==> config.mk <==
export PLATFORM = sky130hd
export DESIGN_NAME = octant_ray_walker
export DESIGN_NICKNAME = d
export VERILOG_FILES = /design/src/rtl/bresenham_pkg.sv /design/src/rtl/octant_unfold.sv /design/src/rtl/octant_ray_walker.sv
export SDC_FILE = /design/constraint.sdc
export NUM_CORES = 1
export LEC_CHECK = 0
export BUFFER_PORTS_ARGS = -buffer_cell sky130_fd_sc_hd__buf_2
export CORE_MARGIN = 5
export CORE_UTILIZATION = 35
export CTS_BUF_LIST = sky130_fd_sc_hd__clkbuf_8
export DETAILED_ROUTE_END_ITERATION = 10
export HOLD_SLACK_MARGIN = 0.15
export SLEW_MARGIN = 10
export SYNTH_ARGS = -nofsm -noshare
export SYNTH_HDL_FRONTEND = slang
export SYNTH_SLANG_ARGS = --single-unit
==> constraint.sdc <==
create_clock -name clk -period 6 [get_ports clk]
set_input_delay 0.9 -clock clk [delete_from_list [all_inputs] [get_ports clk]]
set_output_delay 0.9 -clock clk [all_outputs]
set_load 0.05 [all_outputs]
==> src/rtl/bresenham_pkg.sv <==
// Shared definitions for the reduced-octant Bresenham ray walker.
//   walk_state_t     : walker FSM states (idle, emitting cells, done pulse)
//   COORD_W_DEFAULT  : default signed map-coordinate width
//   LEN_W_DEFAULT    : default unsigned ray-delta width
//   PI_Q14_18        : fixed-point PI shared with the angle reduction stage
package bresenham_pkg;

    typedef enum logic [1:0] {
        ST_IDLE = 2'd0,
        ST_RUN  = 2'd1,
        ST_FIN  = 2'd2
    } walk_state_t;

    localparam int COORD_W_DEFAULT = 16;
    localparam int LEN_W_DEFAULT   = 16;

    localparam logic [31:0] PI_Q14_18 = 32'h000C_90FD;

endpackage

==> src/rtl/octant_unfold.sv <==
// Maps a reduced-octant step (u along the major axis, v along the minor axis)
// back into world-oriented signed offsets (p, q).
//   u_i, v_i         : unsigned reduced coordinates
//   flip_identity_i  : axes were swapped by the reduction
//   flip_x_i         : world x was mirrored
//   flip_y_i         : world y was mirrored
//   p_o, q_o         : signed world offsets (x, y), modulo 2^COORD_W
module octant_unfold
    import bresenham_pkg::*;
#(
    parameter int LEN_W   = LEN_W_DEFAULT,
    parameter int COORD_W = COORD_W_DEFAULT
) (
    input  logic [LEN_W-1:0]          u_i,
    input  logic [LEN_W-1:0]          v_i,
    input  logic                      flip_y_i,
    input  logic                      flip_x_i,
    input  logic                      flip_identity_i,
    output logic signed [COORD_W-1:0] p_o,
    output logic signed [COORD_W-1:0] q_o
);

    logic signed [COORD_W-1:0] u_s;
    logic signed [COORD_W-1:0] v_s;
    logic signed [COORD_W-1:0] p_sw;
    logic signed [COORD_W-1:0] q_sw;

    // Undo the reduction in reverse order: axis swap first, then mirrors.
    always_comb begin
        u_s = COORD_W'(u_i);
        v_s = COORD_W'(v_i);
        if (flip_identity_i) begin
            p_sw = v_s;
            q_sw = u_s;
        end else begin
            p_sw = u_s;
            q_sw = v_s;
        end
        p_o = flip_x_i ? -p_sw : p_sw;
        q_o = flip_y_i ? -q_sw : q_sw;
    end

endmodule

==> src/rtl/octant_ray_walker.sv <==
// Walks a Bresenham line in the reduced octant and streams the unfolded
// world cells, one per cycle, on a valid/ready interface.
//   clk, reset            : clock, synchronous active-high reset
//   start                 : begin a ray (taken only while busy=0)
//   dx, dy                : reduced major/minor deltas (dy clamped to dx)
//   flip_y/x/identity     : octant flags from the reduction stage
//   origin_x, origin_y    : signed start cell
//   busy                  : ray in progress (through the done cycle)
//   cell_valid/ready      : output handshake
//   cell_x, cell_y        : world cell (wrapping sums)
//   cell_last             : final cell of the ray
//   done                  : one-cycle pulse after the last handshake
module octant_ray_walker
    import bresenham_pkg::*;
#(
    parameter int COORD_W = COORD_W_DEFAULT,
    parameter int LEN_W   = LEN_W_DEFAULT
) (
    input  logic                      clk,
    input  logic                      reset,
    input  logic                      start,
    input  logic [LEN_W-1:0]          dx,
    input  logic [LEN_W-1:0]          dy,
    input  logic                      flip_y,
    input  logic                      flip_x,
    input  logic                      flip_identity,
    input  logic signed [COORD_W-1:0] origin_x,
    input  logic signed [COORD_W-1:0] origin_y,
    output logic                      busy,
    output logic                      cell_valid,
    input  logic                      cell_ready,
    output logic signed [COORD_W-1:0] cell_x,
    output logic signed [COORD_W-1:0] cell_y,
    output logic                      cell_last,
    output logic                      done
);

    localparam int E_W = LEN_W + 2;

    walk_state_t               state_q, state_d;
    logic [LEN_W-1:0]          dx_q, dx_d, dy_q, dy_d;
    logic [LEN_W-1:0]          u_q, u_d, v_q, v_d;
    logic signed [E_W-1:0]     e_q, e_d;
    logic                      flip_y_q, flip_y_d, flip_x_q, flip_x_d;
    logic                      flip_id_q, flip_id_d;
    logic signed [COORD_W-1:0] org_x_q, org_x_d, org_y_q, org_y_d;
    logic signed [COORD_W-1:0] cell_x_q, cell_x_d, cell_y_q, cell_y_d;
    logic                      cell_valid_q, cell_valid_d;
    logic                      cell_last_q, cell_last_d;
    logic                      busy_q, busy_d, done_q, done_d;

    logic [LEN_W-1:0]          dy_clamped;
    logic signed [E_W-1:0]     e_init;
    logic signed [E_W-1:0]     dx_ext, dy_ext;
    logic [LEN_W-1:0]          step_u, step_v;
    logic signed [E_W-1:0]     step_e;
    logic signed [COORD_W-1:0] step_p, step_q;
    logic                      handshake;

    assign handshake = cell_valid_q && cell_ready;

    // Start-time setup: clamp dy so an over-steep request degrades to 45 degrees.
    always_comb begin
        dy_clamped = (dy > dx) ? dx : dy;
        e_init     = signed'({1'b0, dy_clamped, 1'b0}) - signed'({2'b00, dx});
    end

    // One Bresenham step from the currently presented cell to the next one.
    always_comb begin
        dx_ext = signed'({2'b00, dx_q});
        dy_ext = signed'({2'b00, dy_q});
        step_u = u_q + LEN_W'(1);
        if (!e_q[E_W-1] && (e_q != '0)) begin
            step_v = v_q + LEN_W'(1);
            step_e = e_q + ((dy_ext - dx_ext) <<< 1);
        end else begin
            step_v = v_q;
            step_e = e_q + (dy_ext <<< 1);
        end
    end

    octant_unfold #(
        .LEN_W   (LEN_W),
        .COORD_W (COORD_W)
    ) u_unfold (
        .u_i             (step_u),
        .v_i             (step_v),
        .flip_y_i        (flip_y_q),
        .flip_x_i        (flip_x_q),
        .flip_identity_i (flip_id_q),
        .p_o             (step_p),
        .q_o             (step_q)
    );

    always_comb begin
        state_d      = state_q;
        dx_d         = dx_q;
        dy_d         = dy_q;
        u_d          = u_q;
        v_d          = v_q;
        e_d          = e_q;
        flip_y_d     = flip_y_q;
        flip_x_d     = flip_x_q;
        flip_id_d    = flip_id_q;
        org_x_d      = org_x_q;
        org_y_d      = org_y_q;
        cell_x_d     = cell_x_q;
        cell_y_d     = cell_y_q;
        cell_valid_d = cell_valid_q;
        cell_last_d  = cell_last_q;

        case (state_q)
            ST_IDLE: begin
                if (start) begin
                    state_d      = ST_RUN;
                    dx_d         = dx;
                    dy_d         = dy_clamped;
                    u_d          = '0;
                    v_d          = '0;
                    e_d          = e_init;
                    flip_y_d     = flip_y;
                    flip_x_d     = flip_x;
                    flip_id_d    = flip_identity;
                    org_x_d      = origin_x;
                    org_y_d      = origin_y;
                    // (u,v) = (0,0) unfolds to the origin under every flag set.
                    cell_x_d     = origin_x;
                    cell_y_d     = origin_y;
                    cell_valid_d = 1'b1;
                    cell_last_d  = (dx == '0);
                end
            end
            ST_RUN: begin
                if (handshake) begin
                    if (cell_last_q) begin
                        state_d      = ST_FIN;
                        cell_valid_d = 1'b0;
                        cell_last_d  = 1'b0;
                    end else begin
                        u_d         = step_u;
                        v_d         = step_v;
                        e_d         = step_e;
                        cell_x_d    = org_x_q + step_p;
                        cell_y_d    = org_y_q + step_q;
                        cell_last_d = (step_u == dx_q);
                    end
                end
            end
            ST_FIN: begin
                state_d = ST_IDLE;
            end
            default: begin
                state_d = ST_IDLE;
            end
        endcase

        busy_d = (state_d != ST_IDLE);
        done_d = (state_d == ST_FIN);
    end

    always_ff @(posedge clk) begin
        if (reset) begin
            state_q      <= ST_IDLE;
            dx_q         <= '0;
            dy_q         <= '0;
            u_q          <= '0;
            v_q          <= '0;
            e_q          <= '0;
            flip_y_q     <= 1'b0;
            flip_x_q     <= 1'b0;
            flip_id_q    <= 1'b0;
            org_x_q      <= '0;
            org_y_q      <= '0;
            cell_x_q     <= '0;
            cell_y_q     <= '0;
            cell_valid_q <= 1'b0;
            cell_last_q  <= 1'b0;
            busy_q       <= 1'b0;
            done_q       <= 1'b0;
        end else begin
            state_q      <= state_d;
            dx_q         <= dx_d;
            dy_q         <= dy_d;
            u_q          <= u_d;
            v_q          <= v_d;
            e_q          <= e_d;
            flip_y_q     <= flip_y_d;
            flip_x_q     <= flip_x_d;
            flip_id_q    <= flip_id_d;
            org_x_q      <= org_x_d;
            org_y_q      <= org_y_d;
            cell_x_q     <= cell_x_d;
            cell_y_q     <= cell_y_d;
            cell_valid_q <= cell_valid_d;
            cell_last_q  <= cell_last_d;
            busy_q       <= busy_d;
            done_q       <= done_d;
        end
    end

    assign busy       = busy_q;
    assign done       = done_q;
    assign cell_valid = cell_valid_q;
    assign cell_last  = cell_last_q;
    assign cell_x     = cell_x_q;
    assign cell_y     = cell_y_q;

endmodule

==> results of run 1 <==
path summary, 6_finish.rpt:
| check | slack (ns) | start | cells after the start | to |
|---|---|---|---|---|
| setup reg to reg | 0.68 | e_q[2]$_SDFFE_PP0P_ | 16 | cell_x[15]$_SDFFE_PP0P_ |
| hold reg to reg | 0.46 | cell_x[10]$_SDFFE_PP0P_ | 2 | cell_x[10]$_SDFFE_PP0P_ |
| setup / recovery | 0.68 | e_q[2]$_SDFFE_PP0P_ | 16 | cell_x[15]$_SDFFE_PP0P_ |
| hold / removal | 0.46 | cell_x[10]$_SDFFE_PP0P_ | 2 | cell_x[10]$_SDFFE_PP0P_ |
per-stage QoR:
| stage | cells | hold slack, ns | total power [W] |
|---|---|---|---|
| after global placement | 2129 | 0.441 | 0.00254 |
| after global routing | 2161 | 0.480 | 0.00362 |
| after detailed placement | 2129 | 0.445 | 0.00256 |
| after floorplan | 1646 | 0.436 | 0.00225 |
| after CTS | 2161 | 0.457 | 0.00340 |
| final | 2161 | 0.455 | 0.00338 |
worst register-to-register path, cell delays in order, from the launching register on:
cell and delay, ns:
dfxtp_1 0.38, nor4_2 0.45, and3_1 0.72, a2111oi_1 0.28
xnor2_1 0.27, mux2i_1 0.14, or3_1 0.49, o41ai_1 0.53
nand2b_1 0.13, o21ai_0 0.25, xnor2_1 0.19, ha_1 0.32
a21oi_1 0.18, nor3b_1 0.19, a31oi_1 0.10, xnor3_1 0.46
o22ai_1 0.10
Yosys cell counts (8+ instances only):
cell / count / area, um^2
nand2_1: 276 / 1040
a21oi_1: 160 / 801
o21ai_0: 97 / 485
nand3_1: 41 / 205
nor3_1: 58 / 290
clkbuf_1: 73 / 274
o211ai_1: 8 / 60.1
a311oi_1: 20 / 175
nand2b_1: 10 / 62.6
mux2i_1: 24 / 240
xnor2_1: 89 / 780
nor2_1: 145 / 544
a21o_1: 37 / 278
a211oi_1: 13 / 97.6
o31ai_1: 9 / 67.6
o21a_1: 8 / 60.1
xor2_1: 54 / 473
nor2b_1: 11 / 68.8
dfxtp_1: 155 / 3100
a22oi_1: 10 / 75.1
nor4_1: 13 / 81.3
or3_1: 15 / 93.8
inv_1: 57 / 214
ha_1: 101 / 1260
a31oi_1: 18 / 113
buf_2: 8 / 40.0
nand4_1: 12 / 75.1
cells in the final DEF, fill, tap and decap left out, types with 14 or more instances in the layout:
cell type / synthesis / final
a31oi_1: 18 / 18
ha_1: 101 / 101
mux2i_1: 24 / 24
buf_4: 1 / 14
a311oi_1: 20 / 20
inv_1: 57 / 58
o21ai_0: 97 / 97
nand2_1: 276 / 275
buf_2: 8 / 105
nor2_1: 145 / 145
clkbuf_8: 0 / 20
dfxtp_1: 155 / 154
nor3_1: 58 / 57
xnor2_1: 89 / 89
nand3_1: 41 / 41
a21o_1: 37 / 37
or3_1: 15 / 15
xor2_1: 54 / 54
a21oi_1: 160 / 158
logic make-up after synthesis:
| family | Yosys count | share of synthesized area [%] |
|---|---|---|
| AO/OA/AOI/OAI | 439 | 22.5 |
| XOR/XNOR | 144 | 10.5 |
| adder cells (fa/ha/maj) | 106 | 11.2 |
| buffers and inverters | 148 | 4.93 |
| flip-flops | 155 | 25.5 |
| multiplexers | 25 | 2.06 |
| AND/OR/NAND/NOR | 629 | 23.4 |
state kept, by name, summed over array words and instances (netlist names):
name,flops
cell_valid,1
flip_x_q,1
flip_id_q,1
org_x_q,16
done,1
cell_y,16
dy_q,16
state_q,2
flip_y_q,1
v_q,16
org_y_q,16
cell_x,16
e_q,18
cell_last,1
busy,1
u_q,16
dx_q,16
layout make-up:
class                      instances  area, um^2  area share [%]
clock buffer                      20         275            2.05
clock inverter                    12         138            1.02
inverter                          57         214            1.59
multi-input combinational       1343        8530            63.4
sequential                       155        3100            23.1
tap                              455         569            4.23
timing repair buffer             119         631            4.69
metal layers:
layer,share of wire [%],vias to the layer above
li1,-,5898
met2,46,250
met1,48,5401
met5,0,-
met3,4.8,25
met4,1.4,0
power groups by stage:
| stage | Clock, W | Combinational, W | Sequential [W] |
|---|---|---|---|
| 6_report | 0.000833 | 0.00138 | 0.00117 |
| 2_1_floorplan | 0 | 0.00100 | 0.00125 |
| 3_5_place_dp | 0 | 0.00137 | 0.00119 |
| 4_1_cts | 0.000854 | 0.00137 | 0.00117 |
| 3_3_place_gp | 0 | 0.00135 | 0.00119 |
| 5_1_grt | 0.000896 | 0.00154 | 0.00118 |
==> flow_metrics.tcl, run 1 <==
set metrics [dict create \
    finalCritPeriodShare_pct 88.7 \
    ctsHoldBuffers 0 \
    dr.pass1.iters 7 \
    pwr-share-clk_pct 24.7 \
    critPathMaxFanout 16 \
    ys_ff_latch 155 \
    numCtsBuffers 17 \
    nets 1870 \
    power_frac_comb_pct 40.7 \
    gp_congestion 0.868 \
    timing.fmax_mhz 188 \
    synth_area_um2 12200 \
    async_flop_share_pct 0 \
    slew_headroom_pct 28.2 \
    routedWlPerCell_um 16.3 \
    slew_viol_final 0 \
    skew_ns 0.0171 \
    status "complete, no violations" \
    io_buffers 106 \
    switching_share_pct 39.8 \
    synth_nets 1823 \
    setup_violations 0 \
    hpwl_mm 26.3 \
    synthCells 1646 \
    clk_pin_slew_worst_paths_ns 0.09 \
    grt_max_degree 79 \
    busiest_layer "met2" \
    met2_usage_pct 30.0 \
    area_growth_syn_to_layout_pct 10.4 \
    fin_util_pct 39.1 \
    cts_setup_buffers 0 \
    post-route-min-period_ns 5.32 \
    power_density_nw_per_um2 251 \
    setup_tns_ns 0 \
    drive_gt1_share_pct 10.7 \
    cp_common_cell "xnor2_1" \
    ios 107 \
    cp_data_arrival_time_ns 5.64 \
    cp-start-kind "register" \
    clockRootBuffer "clkbuf_8" \
    place_area_um2 13000 \
    crit_slowest_cell "and3_1" \
    die_h_um 197 \
    dieArea_um2 38700 \
    grt_pass1_vias 11200 \
    leakage_nw 5.68 \
    post_cts_resized 0 \
    cts.sinks 155 \
    required_ns 6.32 \
    drc 0 \
    critPathCaptureType "register" \
    die_x_um 197 \
    rows 68 \
    num_vias 11600 \
    hold_viol_final 0 \
    start_util_pct 35.4 \
    yosysSeqAreaShare_pct 25.5 \
    antenna_found_initial 1 \
    drtIter0Drc 656 \
    synth-edff-count 0 \
    power_frac_seq_pct 34.6 \
    clock_path_buffers 2 \
    rsz0062_at_grt "no" \
    grt_pass1_wl_mm 57.4 \
    pre_cts_ws_ns 0.421 \
    p_sw_w 0.00134 \
    intPower_w 0.00203 \
    fin_ws_ns 0.681 \
    peakVddDrop_mv 0.146 \
    cp_num_buf_inv 0 \
    path_class "register to register" \
    crit_family "simple AND/OR/NAND/NOR gates" \
    worst_hold_path_type "register to register" \
    cts_tree "done" \
    grt.met1_usage_pct 24.3 \
    worst_slew_pin_slew_ns 1.07 \
    clk_latency_ns 0.47 \
    grt_usage_pct 17.9 \
    synth-main-ff-cell "dfxtp_1" \
    antenna_left 0 \
    final_cell_area_um2 13500 \
    drv_cap 0 \
    syn_avg_cell_area_um2 7.40 \
    cts_max_level 4 \
    ys_types 80 \
    diodes 0 \
    cp_cell_sequence "nor4_2 -> and3_1 -> a2111oi_1 -> xnor2_1 -> mux2i_1 -> or3_1 -> o41ai_1 -> nand2b_1 -> o21ai_0 -> xnor2_1 -> ha_1 -> a21oi_1 -> nor3b_1 -> a31oi_1 -> xnor3_1 -> o22ai_1" \
    via_per_inst 5.36 \
    grt-ovfl-total 0 \
    routed_wl_mm 35.2 \
    num-fill-cells 3596 \
    core_area_um2 34500 \
    yosysWarnings 0 \
    met3_usage_pct 2.99 \
    critPathMaxStageDelay_ns 0.72 \
]
Note: power is estimated with default switching activity, not from simulation.
==> run 2: changes to the inputs <==
CORE_ASPECT_RATIO = 1.75   (was unset)
clock period = 5.1 ns   (was 6 ns; I/O delays follow)
==> flow_metrics.tcl, run 2 (synthesis results as in run 1) <==
set metrics [dict create \
    gp_congestion 0.872 \
    start_util_pct 35.4 \
    cp-start-kind "input port" \
    nets 1953 \
    drv_cap 0 \
    post-route-min-period_ns 4.87 \
    via_per_inst 5.33 \
    timing.rr.start "e_q[9]$_SDFFE_PP0P_" \
    core_area_um2 34500 \
    drtIter0Drc 786 \
    cts.sinks 155 \
    fin_util_pct 41.4 \
    largest_reg_flops 18 \
    clk_latency_ns 0.48 \
    slew_viol_final 0 \
    ff2ff_path_depth 18 \
    reg2reg_slack_ns 0.38 \
    leakage_nw 6.15 \
    endpoint "e_q[15]$_SDFFE_PP0P_" \
    required_ns 5.52 \
    dr.pass1.iters 5 \
    skew_ns 0.0119 \
    critPathMaxFanout 3 \
    rsz0062_at_grt "no" \
    slew_headroom_pct 34.1 \
    path_class "input port to register" \
    drive_gt1_share_pct 15.2 \
    peakVddDrop_mv 0.174 \
    dieArea_um2 38800 \
    clockRootBuffer "clkbuf_8" \
    numCtsBuffers 17 \
    rows 90 \
    hold_viol_final 0 \
    layout_commonest_cell "nand2_1" \
    die_x_um 151 \
    cts_tree "done" \
    antenna_left 0 \
    hpwl_mm 28.8 \
    worst_hold_path_type "register to register" \
    num_vias 12000 \
    die_h_um 257 \
    worst_slew_pin_slew_ns 0.985 \
    cp-startpoint "dx[9]" \
    grt-ovfl-total 0 \
    antenna_found_initial 0 \
    grt_max_degree 72 \
    drc 0 \
    routedWlPerCell_um 16.5 \
    finalCritPeriodShare_pct 95.5 \
    grt_pass1_vias 11800 \
    area_growth_syn_to_layout_pct 16.9 \
    routed_wl_mm 37.2 \
    timing.fmax_mhz 205 \
    cp_data_arrival_time_ns 5.29 \
    power_density_nw_per_um2 306 \
    grt_pass1_wl_mm 59.3 \
    place_inst 2217 \
    status "complete, no violations" \
    grt_usage_pct 18.9 \
    cts_max_level 4 \
    diodes 0 \
    clk_pin_slew_worst_paths_ns 0.09 \
    regMostFlops "e_q" \
    clock_path_buffers 2 \
    ios 107 \
    critPathCaptureType "register" \
    setup_violations 0 \
    final_cell_mix "275 x nand2_1, 158 x a21oi_1, 154 x dfxtp_1" \
    io_buffers 106 \
    rr_endpoint "cell_y[15]$_SDFFE_PP0P_" \
    fin_cells 2249 \
]
-- run 2: critical path, cell delays in order --
cell      delay, ns
buf_2          0.09
inv_1          0.07
ha_1           0.31
a21o_1         0.17
a21o_1         0.17
a21o_1         0.17
a21o_1         0.18
a221o_1        0.35
a21oi_2        0.23
mux2i_2        0.34
inv_1          0.08
ha_1           0.26
nor2b_1        0.13
o21a_1         0.18
o21ai_1        0.17
a21oi_1        0.12
o211ai_1       0.35
a211oi_2       0.15
nor3_1         0.32
nor4_1         0.12
or3b_2         0.45
a21oi_1        0.12
-- run 2: cell type report --
type	count	area, um^2
clock buffer	17	234
tap	460	576
inverter	57	214
sequential	155	3100
timing repair buffer	202	1270
clock inverter	15	294
multi-input combinational	1343	8560
fill	3658	20200
-- run 2: metal layers --
metal | wire (um) | GRT usage [%]
met5 | 0 | 0
met4 | 1330 | 7.69
met3 | 1110 | 2.27
met2 | 19800 | 35.6
met1 | 14900 | 20.9
-- run 2: stage by stage --
| stage | setup WS [ns] | hold slack [ns] | setup TNS (ns) | area [um^2] | power (W) |
|---|---|---|---|---|---|
| after floorplan | 0.0298 | 0.436 | 0 | 12200 | 0.00265 |
| after global placement | -0.403 | 0.436 | -1.08 | 13700 | 0.00310 |
| after detailed placement | -0.459 | 0.445 | -1.48 | 13700 | 0.00312 |
| after CTS | 0.0617 | 0.456 | 0 | 14200 | 0.00437 |
| after global routing | 0.0230 | 0.481 | 0 | 14300 | 0.00463 |
| final | 0.230 | 0.453 | 0 | 14300 | 0.00436 |
-- run 2: timing repair --
action,4_1_cts,5_1_grt
resized for setup,0,8
hold endpoints to repair,0,0
hold buffers,0,0
setup endpoints to repair,0,5
buffers inserted,0,0
-- run 2: worst min path at each step --
stage                            startpoint  cells past startpoint                 endpoint
floorplan             dx_q[12]$_SDFFE_PP0P_                      2    dx_q[12]$_SDFFE_PP0P_
global route        org_y_q[3]$_SDFFE_PP0P_                      2  org_y_q[3]$_SDFFE_PP0P_
finish               cell_x[2]$_SDFFE_PP0P_                      2   cell_x[2]$_SDFFE_PP0P_
detailed placement  cell_x[10]$_SDFFE_PP0P_                      2  cell_x[10]$_SDFFE_PP0P_
CTS                  cell_x[2]$_SDFFE_PP0P_                      2   cell_x[2]$_SDFFE_PP0P_
global placement    cell_x[10]$_SDFFE_PP0P_                      2  cell_x[10]$_SDFFE_PP0P_
-- run 2: report_power, final --
group | leakage (nW) | switching [W] | internal [W]
clock network | 0.258 | 0.000512 | 0.000732
logic | 4.62 | 0.00103 | 0.000709
registers | 1.27 | 0.0000772 | 0.00130
==> run 3: changes to the inputs <==
==> constraint.sdc (replaced) <==
create_clock -name clk -period 5.1 [get_ports clk]
set_input_delay 0.255 -clock clk [delete_from_list [all_inputs] [get_ports clk]]
set_output_delay 0.255 -clock clk [all_outputs]
set_load 0.05 [all_outputs]
==> flow_metrics.tcl, run 3 (synthesis results as in run 1) <==
set metrics [dict create \
    routedWlPerCell_um 16.6 \
    cts.sinks 155 \
    setup_violations 0 \
    critPathCaptureType "register" \
    rr_endpoint "cell_y[15]$_SDFFE_PP0P_" \
    worst_slew_pin_slew_ns 0.998 \
    drv_cap 0 \
    clk_pin_slew_worst_paths_ns 0.09 \
    reg2reg_slack_ns 0.30 \
    hold_viol_final 0 \
    numCtsBuffers 17 \
    cts_max_level 4 \
    path_class "input port to register" \
    antenna_left 0 \
    skew_ns 0.0145 \
    gp_congestion 0.877 \
    num_vias 12100 \
    grt-ovfl-total 0 \
    post-route-min-period_ns 4.84 \
    worst_hold_path_type "input port to register" \
    timing.fmax_mhz 207 \
    slew_viol_final 0 \
    slew_headroom_pct 33.3 \
    nets 1954 \
    pre_cts_ws_ns 0.103 \
    required_ns 5.53 \
    rsz0062_at_grt "no" \
    peakVddDrop_mv 0.167 \
    final_cell_mix "275 x nand2_1, 158 x a21oi_1, 154 x dfxtp_1" \
    regMostFlops "e_q" \
    drc 0 \
    rows 90 \
    core_area_um2 34500 \
    power_density_nw_per_um2 286 \
    grt_pass1_wl_mm 60.8 \
    routed_wl_mm 37.4 \
    place_inst 2165 \
    cts_tree "done" \
    ff2ff_path_depth 17 \
    final_cell_area_um2 14300 \
    io_buffers 106 \
    grt_pass1_vias 12300 \
    status "complete, no violations" \
    layout_commonest_cell "nand2_1" \
    cp-start-kind "input port" \
    largest_reg_flops 18 \
    fin_ws_ns 0.259 \
    die_h_um 257 \
    drtIter0Drc 517 \
    cp_data_arrival_time_ns 5.27 \
    fin_cells 2250 \
    clockRootBuffer "clkbuf_8" \
    area_growth_syn_to_layout_pct 17.0 \
    critPathMaxFanout 3 \
    hpwl_mm 28.3 \
    dr.pass1.iters 5 \
    die_x_um 151 \
    antenna_found_initial 0 \
    diodes 0 \
    grt_max_degree 76 \
    via_per_inst 5.39 \
    clk_latency_ns 0.50 \
    dieArea_um2 38800 \
    finalCritPeriodShare_pct 94.9 \
    timing.rr.start "e_q[2]$_SDFFE_PP0P_" \
    setup_tns_ns 0 \
    leakage_nw 6.05 \
    cp-startpoint "dx[9]" \
    start_util_pct 35.4 \
    clock_path_buffers 2 \
    timing.hold.ws_ns 0.205 \
    num-fill-cells 3645 \
    place_area_um2 13300 \
    grt_usage_pct 19.3 \
    ios 107 \
    hold-path-cell-count 3 \
    endpoint "e_q[15]$_SDFFE_PP0P_" \
    drive_gt1_share_pct 12.4 \
]
==> run 3: changes by cell type in the layout (fill, tap and decap cells not counted), moves of 4 or more <==
cell	before	now
dlygate4sd3_1	0	52
buf_4	96	46
bufinv_16	8	2
clkinv_2	0	4
==> run 3: metrics by stage <==
step / util (%) / total power, W
after floorplan: - / 0.00265
after global placement: 38.6 / 0.00306
after detailed placement: 38.6 / 0.00309
after CTS: 41.2 / 0.00409
after global routing: 41.4 / 0.00435
final: 41.4 / 0.00408
==> run 3: repair_timing <==
action                                  in CTS  in global routing
hold buffers                                52                  0
resized for setup                            0                 10
hold endpoints to repair                    79                  0
setup buffers                                0                  1
endpoints found under the setup margin       0                  6
==> run 3: per-layer routing <==
layer / up-vias / share of wire [%] / global-route usage [%]
met3: 81 / 3.2 / 2.24
met4: 0 / 4.5 / 9.48
met1: 5704 / 40 / 20.7
li1: 6058 / - / -
met2: 280 / 53 / 36.3
met5: - / 0 / 0
==> run 3: worst min-delay path by stage <==
stage | startpoint | endpoint | slack [ns]
floorplan | dx[12] | dx_q[12]$_SDFFE_PP0P_ | 0.39
detailed placement | cell_x[10]$_SDFFE_PP0P_ | cell_x[10]$_SDFFE_PP0P_ | 0.44
finish | dy[0] | dy_q[0]$_SDFFE_PP0P_ | 0.20
CTS | dy[8] | dy_q[8]$_SDFFE_PP0P_ | 0.19
global placement | cell_x[10]$_SDFFE_PP0P_ | cell_x[10]$_SDFFE_PP0P_ | 0.44
global route | dy[0] | dy_q[0]$_SDFFE_PP0P_ | 0.22
==> run 3: final cells by class <==
class / count / area, um^2 / share of cell area, %
Timing Repair Buffer: 203 / 1390 / 9.76
Clock inverter: 14 / 146 / 1.03
Inverter: 57 / 214 / 1.50
Clock buffer: 18 / 248 / 1.74
Multi-Input combinational cell: 1343 / 8580 / 60.2
Tap cell: 460 / 576 / 4.04
Sequential cell: 155 / 3100 / 21.8
==> run 3: critical path: stages <==
cell and delay [ns]:
dlygate4sd3_1 0.52, buf_2 0.14, inv_1 0.08, ha_1 0.31
a21o_1 0.16, a21o_1 0.16, a21o_1 0.16, a21o_1 0.18
a221o_1 0.38, a21oi_4 0.22, mux2i_4 0.30, inv_1 0.07
ha_1 0.26, nor2b_1 0.13, o21a_1 0.15, o21ai_0 0.11
a21oi_1 0.23, o211ai_1 0.11, buf_4 0.17, a211oi_4 0.23
nor3_1 0.11, o31ai_1 0.23, or3b_2 0.47, a21oi_1 0.14
==> run 3: power breakdown <==
group          internal, W  switching, W  leakage [nW]
Sequential         0.00130     0.0000774          1.27
Clock             0.000447      0.000524         0.195
Combinational     0.000701       0.00103          4.59
Total              0.00245       0.00163          6.05
